**src/rtl/blockfifo_pkg.sv**
```systemverilog
// ============================================================================
// Module      : blockfifo_pkg
// Description : Shared types and constants for the block FIFO sequencer:
//               FSM state encoding, default geometry and the read-pointer
//               width helper.
// Revision    : 1.0 - initial release
// ============================================================================
`default_nettype none

package blockfifo_pkg;

  // Default block geometry: LEN words of WID bits each.
  localparam int DEF_LEN = 8;
  localparam int DEF_WID = 8;

  // Sequencer states. The 2-bit encoding is fixed so downstream debug
  // tooling can decode the state register directly.
  typedef enum logic [1:0] {
    FILL  = 2'd0,
    DRAIN = 2'd1,
    CLEAR = 2'd2
  } state_t;

  // Read-pointer width for a block of len words. It is clamped to at least
  // one bit so that a degenerate one-word block still yields a legal vector.
  function automatic int addr_w(input int len);
    if (len <= 2) begin
      return 1;
    end
    return $clog2(len);
  endfunction

endpackage : blockfifo_pkg

`default_nettype wire

```
**src/rtl/blockfifo_ctrl.sv**
```systemverilog
// ============================================================================
// Module      : blockfifo_ctrl
// Description : Fill/drain/clear sequencer for a single block FIFO. Gates
//               upstream writes until a block is complete (or flushed),
//               streams the block out over valid/ready by walking the FIFO
//               read pointer, then pulses the FIFO clear for one cycle.
//               Optional feature macro: BLKCTRL_LAST_EN adds the out_last
//               output marking the final beat of each block.
// Revision    : 1.0 - initial release
// ============================================================================
`default_nettype none

module blockfifo_ctrl
  import blockfifo_pkg::*;
#(
  parameter int LEN    = DEF_LEN,
  parameter int WID    = DEF_WID,
  parameter int ADDR_W = addr_w(LEN)
) (
  input  logic              clk,
  input  logic              reset,
  // Upstream producer
  input  logic              in_write,
  input  logic [WID-1:0]    in_data,
  output logic              in_ready,
  input  logic              flush_req,
  // Block FIFO
  output logic              fifo_write,
  output logic [WID-1:0]    fifo_data_i,
  input  logic              fifo_ready,
  output logic              fifo_clr,
  output logic [ADDR_W-1:0] fifo_read_ptr,
  input  logic [WID-1:0]    fifo_data_o,
  // Downstream consumer
  output logic [WID-1:0]    out_data,
  output logic              out_valid,
  input  logic              out_ready,
  // Status
  output logic              busy,
  output logic              block_done
`ifdef BLKCTRL_LAST_EN
  ,
  output logic              out_last
`endif
);

  // The word counter needs one extra bit so it can hold LEN itself.
  localparam int CNT_W = ADDR_W + 1;
  localparam logic [CNT_W-1:0] LEN_C  = CNT_W'(LEN);
  localparam logic [CNT_W-1:0] LAST_C = CNT_W'(LEN - 1);
  localparam logic [CNT_W-1:0] ONE_C  = CNT_W'(1);

  state_t            state;
  state_t            state_nx;
  logic [CNT_W-1:0]  cnt;
  logic [CNT_W-1:0]  cnt_nx;
  logic [ADDR_W-1:0] ptr_nx;
  logic              last_beat;

  // Data paths are pure pass-throughs; the controller only steers strobes.
  assign fifo_data_i = in_data;
  assign out_data    = fifo_data_o;

  // The FIFO is held clear for the whole reset, so a reset mid-drain
  // discards the partially streamed block.
  assign fifo_clr = (state == CLEAR) | ~reset;

  // The read pointer sits on the final stored word of the current block.
  assign last_beat = ({1'b0, fifo_read_ptr} == (cnt - ONE_C));

`ifdef BLKCTRL_LAST_EN
  assign out_last = out_valid & last_beat;
`endif

  // State, word count and read pointer registers.
  always_ff @(posedge clk or negedge reset) begin
    if (!reset) begin
      state         <= FILL;
      cnt           <= '0;
      fifo_read_ptr <= '0;
    end else begin
      state         <= state_nx;
      cnt           <= cnt_nx;
      fifo_read_ptr <= ptr_nx;
    end
  end

  // Next-state and output decode for the fill/drain/clear sequence.
  always_comb begin
    state_nx   = state;
    cnt_nx     = cnt;
    ptr_nx     = fifo_read_ptr;
    in_ready   = 1'b0;
    fifo_write = 1'b0;
    out_valid  = 1'b0;
    block_done = 1'b0;
    busy       = 1'b1;

    case (state)
      FILL: begin
        busy       = 1'b0;
        in_ready   = fifo_ready & (cnt < LEN_C);
        fifo_write = in_write & in_ready;
        if (fifo_write) begin
          cnt_nx = cnt + ONE_C;
        end
        // A write landing on the final slot closes the block; otherwise a
        // flush closes it as long as it holds at least one word, counting
        // any write accepted in the same cycle.
        if (fifo_write && (cnt == LAST_C)) begin
          state_nx = DRAIN;
        end else if (flush_req && ((cnt != '0) || fifo_write)) begin
          state_nx = DRAIN;
        end
      end

      DRAIN: begin
        out_valid = 1'b1;
        if (out_ready) begin
          // The pointer is not advanced past the final word so it never
          // exceeds LEN-1; CLEAR returns it to zero.
          if (last_beat) begin
            state_nx = CLEAR;
          end else begin
            ptr_nx = fifo_read_ptr + ADDR_W'(1);
          end
        end
      end

      CLEAR: begin
        block_done = 1'b1;
        cnt_nx     = '0;
        ptr_nx     = '0;
        state_nx   = FILL;
      end

      default: begin
        cnt_nx   = '0;
        ptr_nx   = '0;
        state_nx = FILL;
      end
    endcase
  end

endmodule : blockfifo_ctrl

`default_nettype wire

```
**config.mk**
```make
export PLATFORM = sky130hd
export DESIGN_NAME = blockfifo_ctrl
export DESIGN_NICKNAME = d
export VERILOG_FILES = /design/src/rtl/blockfifo_pkg.sv /design/src/rtl/blockfifo_ctrl.sv
export SDC_FILE = /design/constraint.sdc
export NUM_CORES = 1
export LEC_CHECK = 0
export CAP_MARGIN = 20
export CORE_ASPECT_RATIO = 0.8
export CORE_MARGIN = 5
export CORE_UTILIZATION = 36
export CTS_CLUSTER_SIZE = 24
export DETAILED_ROUTE_END_ITERATION = 8
export GPL_TIMING_DRIVEN = 0
export PLACE_DENSITY = 0.87
export SKIP_CTS_REPAIR_TIMING = 1
export SLEW_MARGIN = 20
export SYNTH_ARGS = -nofsm -noshare
export SYNTH_HDL_FRONTEND = slang
export SYNTH_SLANG_ARGS = --single-unit
```
**constraint.sdc**
```tcl
create_clock -name clk -period 2.7 [get_ports clk]
set_input_delay 0.405 -clock clk [delete_from_list [all_inputs] [get_ports clk]]
set_output_delay 0.405 -clock clk [all_outputs]
set_load 0.02 [all_outputs]
```
After elaboration in Yosys (flattened, before gate mapping)

Index checks and enable logic that the tools add are counted.
Widths: inputs -> output; s select.

Output and inout port bits: 25
Register bits after elaboration: 9

Bitwise operators: 6
Magnitude comparators: 1
Add/sub/neg operators: 3
Mux-type cells: 15
Reductions and logical operators: 8
Equal/unequal tests: 9

Operators by type and width:

| kind                | count |
|---|---|
| $mux 2              | 4 |
| $ne 2x2->1 const B  | 4 |
| $pmux 4 s2          | 1 |
| $mux 3              | 2 |
| $pmux 3 s2          | 1 |
| $reduce_and 3->1    | 2 |
| $mux 1              | 5 |
| $add 4x1->4 const B | 1 |
| $eq 3x4->1          | 1 |
| $eq 4x3->1 const B  | 1 |
| $lt 4x4->1 const B  | 1 |
| $mux 4              | 1 |
| $pmux 2 s2          | 1 |
| $reduce_bool 4->1   | 1 |
| $sub 4x1->4 const B | 1 |
| $add 3x1->3 const B | 1 |
| $ne 3x3->1 const B  | 1 |
| $not 1->1           | 3 |
| $and 1x1->1         | 2 |
| $eq 2x1->1 const B  | 1 |
| $eq 2x2->1 const B  | 1 |
| $logic_and 1x1->1   | 2 |
| $logic_not 2->1     | 1 |
| $reduce_and 2->1    | 1 |
| other kinds (2)     | 2 |

Logic depth before layout (Yosys ltp)

Gate-level depths: netlist of the first run.

Word-level depth: 8
Mapped depth: 7

Worst setup path before layout of the first run

OpenSTA, ideal clock, no wires.

Path kind: reg2reg
From: reg cnt[0]
To: reg fifo_read_ptr[0]
Path buffers: 1
Cell stages (with the launch flop): 8
Data required time: 2.575 ns
Clock period less this slack: 1.848 ns
Slack: 0.852 ns
Setup time: 0.125 ns
Arrival time: 1.724 ns
Cells stage by stage: dfrtp_1 > buf_6 > inv_1 > ha_1 > xnor2_1 > nor2_1 > a31oi_1 > mux2_4

Word-level cells in the longest chain between the ends: 4

RTL lines:

| item                              | RTL line             | text |
|---|---|---|
| start, declared                   | blockfifo_ctrl.sv:55 | `logic [CNT_W-1:0] cnt;` |
| start signal, assigned            | blockfifo_ctrl.sv:83 | `cnt <= cnt_nx;` |
| $sub 4x1->4                       | blockfifo_ctrl.sv:69 | `assign last_beat = ({1'b0, fifo_read_ptr} == (cnt - ONE_C));` |
| $eq 3x4->1                        | blockfifo_ctrl.sv:69 |  |
| $ne 2x2->1 (no source line)       | -                    |  |
| $reduce_and 3->1 (no source line) | -                    |  |
| end signal, assigned              | blockfifo_ctrl.sv:84 | `fifo_read_ptr <= ptr_nx;` |
| end, declared                     | blockfifo_ctrl.sv:32 | `output logic [ADDR_W-1:0] fifo_read_ptr,` |

Every way passes these cells.
A chain may end at the register's enable or synchronous reset.

Worst setup path in the final report of the first run

From: reg state[0]
To: out fifo_write

Word-level cells in the longest chain between the ends: 2

RTL lines:

| item                   | RTL line             | text |
|---|---|---|
| start, declared        | blockfifo_ctrl.sv:53 | `state_t state;` |
| start signal, assigned | blockfifo_ctrl.sv:82 | `state <= state_nx;` |
| $logic_not 2->1        | blockfifo_ctrl.sv:99 | `case (state)` |
| $mux 1                 | blockfifo_ctrl.sv:99 |  |
| end, declared          | blockfifo_ctrl.sv:28 | `output logic fifo_write,` |

Every way passes these cells.

==> flow_summary_export.csv, run 1 <==
group,metric,value,unit
timing,timing.final.crit_share,85.55,%
grt,grt_pass1_wl,3.318,mm
worst_hold_path,hold_class,"in2async",
grt,grt_use_total,14.11,%
timing,fmax,0.4329,GHz
cells_and_area,area_growth,46.43,%
critical_path,cp_cell_sequence,"or2_1 -> nor3_1 -> clkdlybuf4s50_1",
synth,synthTopCellsByArea,"dfrtp_1 (29%), buf_4 (16%), nor2_1 (6.3%)",
grt,grt_max_degree,11,
detailed_routing,drt-total-wl,2.014,mm
critical_path,critPathBufInv,1,
cts,clk_latency,270,ps
synth,yosys_most_used_dff,"dfrtp_1",
timing,fin_skew,0.5845,ps
floorplan,design.core.area,2102,µm²
timing,tightestPinTransition,452.4,ps
cts,h-tree-depth,1,
grt,met1_usage,15.90,%
detailed_routing,postRouteAntennaNets,0,
placed_design,gp_congestion,0.8374,
grt,antenna_found_initial,0,
synth,avgSynthCellArea,8.758,µm²
synth,async_flop_share,100.0,%
critical_path,crit_path_start_kind,"flip-flop",
detailed_routing,vias,724,
timing,finalSetupTns,0,ps
grt,met3_usage,4.040,%
grt,grt.busiest_layer,"met2",
cells_and_area,drive_above_1_share,22.13,%
synth,synth-edff-count,0,
synth,synth_seq_cells,9,
synth,ys_seq_area_share,29.22,%
synth,synth_warnings,0,
critical_path,slowest_delay,650,ps
timing,holdWs,447.3,ps
cts,cts_root_buf,"clkbuf_4",
grt,first_global_vias,773,
timing,finalHoldViolCount,0,
timing,slew_headroom,69.75,%
detailed_routing,drc,0,
floorplan,die_h,51.39,µm
detailed_routing,wl_per_cell,13.70,µm
run,cap_viol_max_count,0,
critical_path,worst_ep_arrival_time,1900,ps
synth,yosysTopAreaCell,"dfrtp_1",
critical_path,path_class,"reg2out",
synth,synth_cell_types,34,
floorplan,dieArea,3172,µm²
timing,timing.final.max_slew_violations,0,
critical_path,required,2300,ps
grt,grt_remaining_overflow,0,
cells_and_area,layout.nets,148,
cts,cts_tree,"done",
synth,synthesis.nets,113,
cts,path_clk_slew,70,ps
detailed_routing,drt_iter0_drc,8,
synth,yosysMostFrequentCell,"buf_4",
cts,cts_made_buffers,3,
synth,syn_inst,88,
cells_and_area,n_fill_cell,183,
run_status,outcome,"finished clean",
critical_path,crit_path_end_kind,"output port",
floorplan,start_util,36.67,%
synth,synthTopCellsByCount,"buf_4 (16), nor2_1 (13), dfrtp_1 (9), nand2_1 (5)",
pwr,cellLeakagePower,0.5198,nW
grt,grt_util_met2,23.52,%
detailed_routing,dr.pass1.iters,4,
timing,rsz0062_at_grt,"false",
floorplan,die-width,61.73,µm
synth,syn-cell-area,770.7,µm²
critical_path,crit_family,"buffers and inverters",
floorplan,io-pin-count,47,
floorplan,rows,15,
placed_design,dp_hpwl,1.673,mm
cts,cts.sink_count,9,
pwr,power_density,922.4,nW/µm²
critical_path,crit_path_top_delay_cell,"clkdlybuf4s50_1",
cells_and_area,num_antenna_cells,0,
synth,synth_top_area_share,29.22,%
cts,clk_path_buf_depth,2,
placed_design,io_buffers,30,
timing,period_needed,2310,ps
timing,finalSetupViolCount,0,
pwr,ir_worst_vdd,0.4702,mV
critical_path,cp_max_fo,8,
detailed_routing,vias_per_cell,4.925,
sequential cells by signal, summed over array words and instances, names as in the netlist:
| name | count |
|---|---|
| cnt | 4 |
| state | 2 |
| fifo_read_ptr | 3 |
per-stage QoR:
stage | setup slack [ps] | instances | instance area, µm² | power [mW] | util (%)
5_1_grt | 272.8 | 147 | 1129 | 1.127 | 53.69
4_1_cts | 368.1 | 147 | 1129 | 1.043 | 53.69
3_3_place_gp | 389.9 | 143 | 1102 | 0.8956 | 52.44
3_5_place_dp | 368.1 | 143 | 1102 | 0.9298 | 52.44
2_1_floorplan | 851.5 | 88 | 770.7 | 0.7240 | -
6_report | 390.2 | 147 | 1129 | 1.041 | 53.69
cells by family after synthesis:
group                    after synthesis  synth area share, %
AO/OA/AOI/OAI                         12                12.83
buffers and inverters                 23                20.29
AND/OR/NAND/NOR                       33                22.73
multiplexers                           2                3.246
adder cells (fa/ha/maj)                3                4.871
XOR/XNOR                               6                6.818
flip-flops                             9                29.22
metal layers:
layer  part of all wire, %  routed length (µm)  vias up
met5                     0                   0        -
met4                   1.5                  30        0
met3                   6.2                 124        4
met2                    53                1068       23
met1                    39                 790      345
li1                      -                   -      352
worst paths after layout:
| kind | start | endpoint | depth (start not counted) | slack, ps |
|---|---|---|---|---|
| worst min register to register | fifo_read_ptr[1]$_DFFE_PN0P_ | fifo_read_ptr[1]$_DFFE_PN0P_ | 2 | 600 |
| worst min-delay path | reset | cnt[3]$_DFFE_PN0P_ | 1 | 450 |
| worst max-delay path | state[0]$_DFFE_PN0P_ | fifo_write | 3 | 390 |
| worst max register to register | cnt[0]$_DFFE_PN0P_ | fifo_read_ptr[0]$_DFFE_PN0P_ | 7 | 630 |
| min in group clk | fifo_read_ptr[1]$_DFFE_PN0P_ | fifo_read_ptr[1]$_DFFE_PN0P_ | 2 | 600 |
| max in group asynchronous | reset | fifo_read_ptr[1]$_DFFE_PN0P_ | 1 | 1940 |
layout make-up:
type,instances,area (µm²),share of cell area [%]
Timing Repair Buffer,30,300.3,26.61
Inverter,4,15.01,1.330
Sequential cell,9,225.2,19.96
Multi-Input combinational cell,56,389.1,34.48
Clock buffer,4,26.28,2.328
Tap cell,25,31.28,2.772
Buffer,19,141.4,12.53
cell usage in the layout, fill, tap and decap left out:
| master | netlist | final |
|---|---|---|
| o21a_1 | 1 | 1 |
| mux2i_1 | 1 | 1 |
| nor2_1 | 13 | 13 |
| a41oi_1 | 1 | 1 |
| o21ai_0 | 2 | 2 |
| buf_2 | 2 | 2 |
| and2_1 | 2 | 2 |
| o41ai_2 | 1 | 1 |
| nand4_1 | 1 | 1 |
| nor3_1 | 2 | 2 |
| a221oi_1 | 1 | 1 |
| dfrtp_1 | 9 | 9 |
| nor2b_1 | 2 | 2 |
| or2_1 | 1 | 1 |
| nor3_2 | 1 | 1 |
| nand2_1 | 5 | 5 |
| clkdlybuf4s50_1 | 0 | 30 |
| nor4_2 | 1 | 1 |
| a211o_1 | 1 | 1 |
| buf_4 | 16 | 16 |
| nand3_1 | 1 | 1 |
| xor2_1 | 2 | 2 |
| or3_1 | 1 | 1 |
| ha_1 | 3 | 3 |
| o2111a_1 | 1 | 1 |
| xnor2_1 | 4 | 4 |
| clkbuf_1 | 0 | 1 |
| mux2_4 | 1 | 1 |
| inv_1 | 4 | 4 |
| and4bb_2 | 1 | 1 |
| clkbuf_4 | 0 | 3 |
| nand2b_1 | 1 | 1 |
| a31oi_1 | 2 | 2 |
| o211a_1 | 1 | 1 |
| buf_6 | 1 | 1 |
| nor3b_1 | 1 | 1 |
| a21oi_1 | 1 | 1 |
worst reg2reg max path: stages, from the launching register on:
cell	delay, ps
dfrtp_1	380
buf_6	140
inv_1	40
ha_1	310
xnor2_1	250
nor2_1	140
a31oi_1	360
mux2_4	340
power breakdown:
| group | switching (mW) | internal (mW) |
|---|---|---|
| sequential | 0.0743 | 0.189 |
| combinational | 0.349 | 0.317 |
| clock | 0.0543 | 0.0573 |
| total | 0.478 | 0.563 |
Power figures use the tool's default switching activity.
==> inputs of run 2 (changes only) <==
--- a/config.mk
+++ b/config.mk
@@ -7,14 +7,14 @@
 export LEC_CHECK = 0
 export CAP_MARGIN = 20
 export CORE_ASPECT_RATIO = 0.8
-export CORE_MARGIN = 5
+export CORE_MARGIN = 4
 export CORE_UTILIZATION = 36
 export CTS_CLUSTER_SIZE = 24
 export DETAILED_ROUTE_END_ITERATION = 8
 export GPL_TIMING_DRIVEN = 0
 export PLACE_DENSITY = 0.87
 export SKIP_CTS_REPAIR_TIMING = 1
-export SLEW_MARGIN = 20
+export SLEW_MARGIN = 10
 export SYNTH_ARGS = -nofsm -noshare
 export SYNTH_HDL_FRONTEND = slang
 export SYNTH_SLANG_ARGS = --single-unit
==> flow_summary_export.csv, run 2 (synthesis gave the netlist of run 1 again) <==
group,metric,value,unit
run_status,outcome,"finished clean",
cts,clk_latency,260,ps
cells_and_area,num_antenna_cells,0,
timing,finalHoldViolCount,0,
pwr,p_sw,0.4764,mW
detailed_routing,vias_per_cell,5.103,
pwr,cellLeakagePower,0.5226,nW
cells_and_area,largest_reg_flops,4,
cts,cts_made_buffers,3,
cells_and_area,top_regs,"cnt x4, fifo_read_ptr x3, state x2",
pwr,power_frac_comb,64.4,%
worst_hold_path,hold_class,"in2async",
cells_and_area,layout_commonest_cell,"clkdlybuf4s50_1",
grt,antenna_found_initial,0,
pwr,p_seq_share,25.7,%
cts,path_clk_slew,60,ps
detailed_routing,drc,0,
cts,clk_path_buf_depth,2,
timing,timing.final.max_slew_violations,0,
timing,finalSetupViolCount,0,
pwr,swShare,45.92,%
grt,grt_pass1_wl,3.470,mm
detailed_routing,drt-total-wl,2.017,mm
critical_path,crit_path_end_kind,"output port",
detailed_routing,vias,745,
timing,timing.final.crit_share,87.98,%
cts,cts_root_buf,"clkbuf_4",
cells_and_area,design_area,1129,µm²
floorplan,io-pin-count,47,
timing,tightestPinTransition,427.0,ps
floorplan,start_util,39.29,%
run,cap_viol_max_count,0,
cells_and_area,layout.nets,148,
cts,h-tree-depth,1,
cells_and_area,regMostFlops,"cnt",
grt,first_global_vias,771,
cts,cts.sink_count,9,
pwr,p_clk_share,10.0,%
grt,grt_remaining_overflow,0,
critical_path,worst_ep_arrival_time,1970,ps
cells_and_area,drive_above_1_share,22.95,%
timing,finalSetupTns,0,ps
cells_and_area,area_growth,46.43,%
cts,cts_tree,"done",
timing,fin_ws,324.4,ps
detailed_routing,postRouteAntennaNets,0,
critical_path,crit_path_start_kind,"flip-flop",
placed_design,gp_congestion,0.8599,
placed_design,io_buffers,30,
grt,grt_max_degree,11,
placed_design,dp_slack,368.1,ps
pwr,ir_worst_vdd,0.7554,mV
pwr,p_int,0.5610,mW
cells_and_area,final_cell_mix,"clkdlybuf4s50_1 (30), buf_4 (16), nor2_1 (13)",
timing,holdWs,443.9,ps
pwr,power_density,919.2,nW/µm²
timing,rsz0062_at_grt,"false",
cells_and_area,n_fill_cell,169,
grt,grt_use_total,15.07,%
floorplan,die-width,59.73,µm
placed_design,dpl_cell_area,1101,µm²
critical_path,cp_max_fo,8,
floorplan,dieArea,2950,µm²
timing,fmax,0.4209,GHz
detailed_routing,wl_per_cell,13.82,µm
critical_path,path_class,"reg2out",
floorplan,design.core.area,1962,µm²
detailed_routing,drt_iter0_drc,6,
critical_path,rrSetupSlack,650,ps
critical_path,required,2300,ps
timing,fin_skew,0.5260,ps
floorplan,rows,14,
floorplan,die_h,49.39,µm
detailed_routing,dr.pass1.iters,4,
timing,period_needed,2376,ps
timing,slew_headroom,71.44,%
[run 2: cell count changes in the layout (fill, tap and decap cells not counted), sizes merged]
cell,previous run,this run
clkinv,0,1
clkbuf,4,3
[run 2: layout make-up]
class	instances	area (µm²)	area share (%)
multi-input cells	56	389.1	34.48
plain buffers	19	141.4	12.53
well taps	24	30.03	2.661
inverters	4	15.01	1.330
clock inverters	1	5.005	0.4435
repair buffers	30	300.3	26.61
flip-flops and latches	9	225.2	19.96
clock buffers	3	22.52	1.996
[run 2: power groups by stage]
stage / clock [mW] / sequential, mW / combinational (mW)
after floorplan: 0 / 0.276 / 0.448
after global placement: 0 / 0.260 / 0.633
after detailed placement: 0 / 0.266 / 0.666
after CTS: 0.107 / 0.264 / 0.669
after global routing: 0.115 / 0.275 / 0.743
final: 0.103 / 0.266 / 0.668
[run 2: path summary, 6_finish.rpt]
check | start | endpoint | cells past startpoint
worst max register to register | cnt[0]$_DFFE_PN0P_ | fifo_read_ptr[0]$_DFFE_PN0P_ | 7
min in group clk | fifo_read_ptr[1]$_DFFE_PN0P_ | fifo_read_ptr[1]$_DFFE_PN0P_ | 2
worst min-delay path | reset | cnt[0]$_DFFE_PN0P_ | 1
max in group asynchronous | reset | state[0]$_DFFE_PN0P_ | 1
worst min register to register | fifo_read_ptr[1]$_DFFE_PN0P_ | fifo_read_ptr[1]$_DFFE_PN0P_ | 2
worst max-delay path | state[0]$_DFFE_PN0P_ | fifo_write | 3
[run 2: worst max-delay path, cell delays in order, from the launching register on]
cell and delay, ps:
dfrtp_1 470, or2_1 310, nor3_1 270, clkdlybuf4s50_1 660
[run 2: metal layers]
metal	vias up	part of all wire, %	GRT usage, %	wire length (µm)
met5	-	0	0	0
met4	0	1.0	4.428	21
li1	350	-	-	-
met1	355	39	19.23	782
met2	36	53	24.28	1077
met3	4	6.7	4.233	135
[run 2: through the flow]
step / utilization (%) / power (mW) / std cells
global placement: 56.12 / 0.8929 / 142
CTS: 57.53 / 1.041 / 146
finish: 57.53 / 1.037 / 146
global route: 57.53 / 1.133 / 146
floorplan: - / 0.7240 / 88
detailed placement: 56.12 / 0.9325 / 142
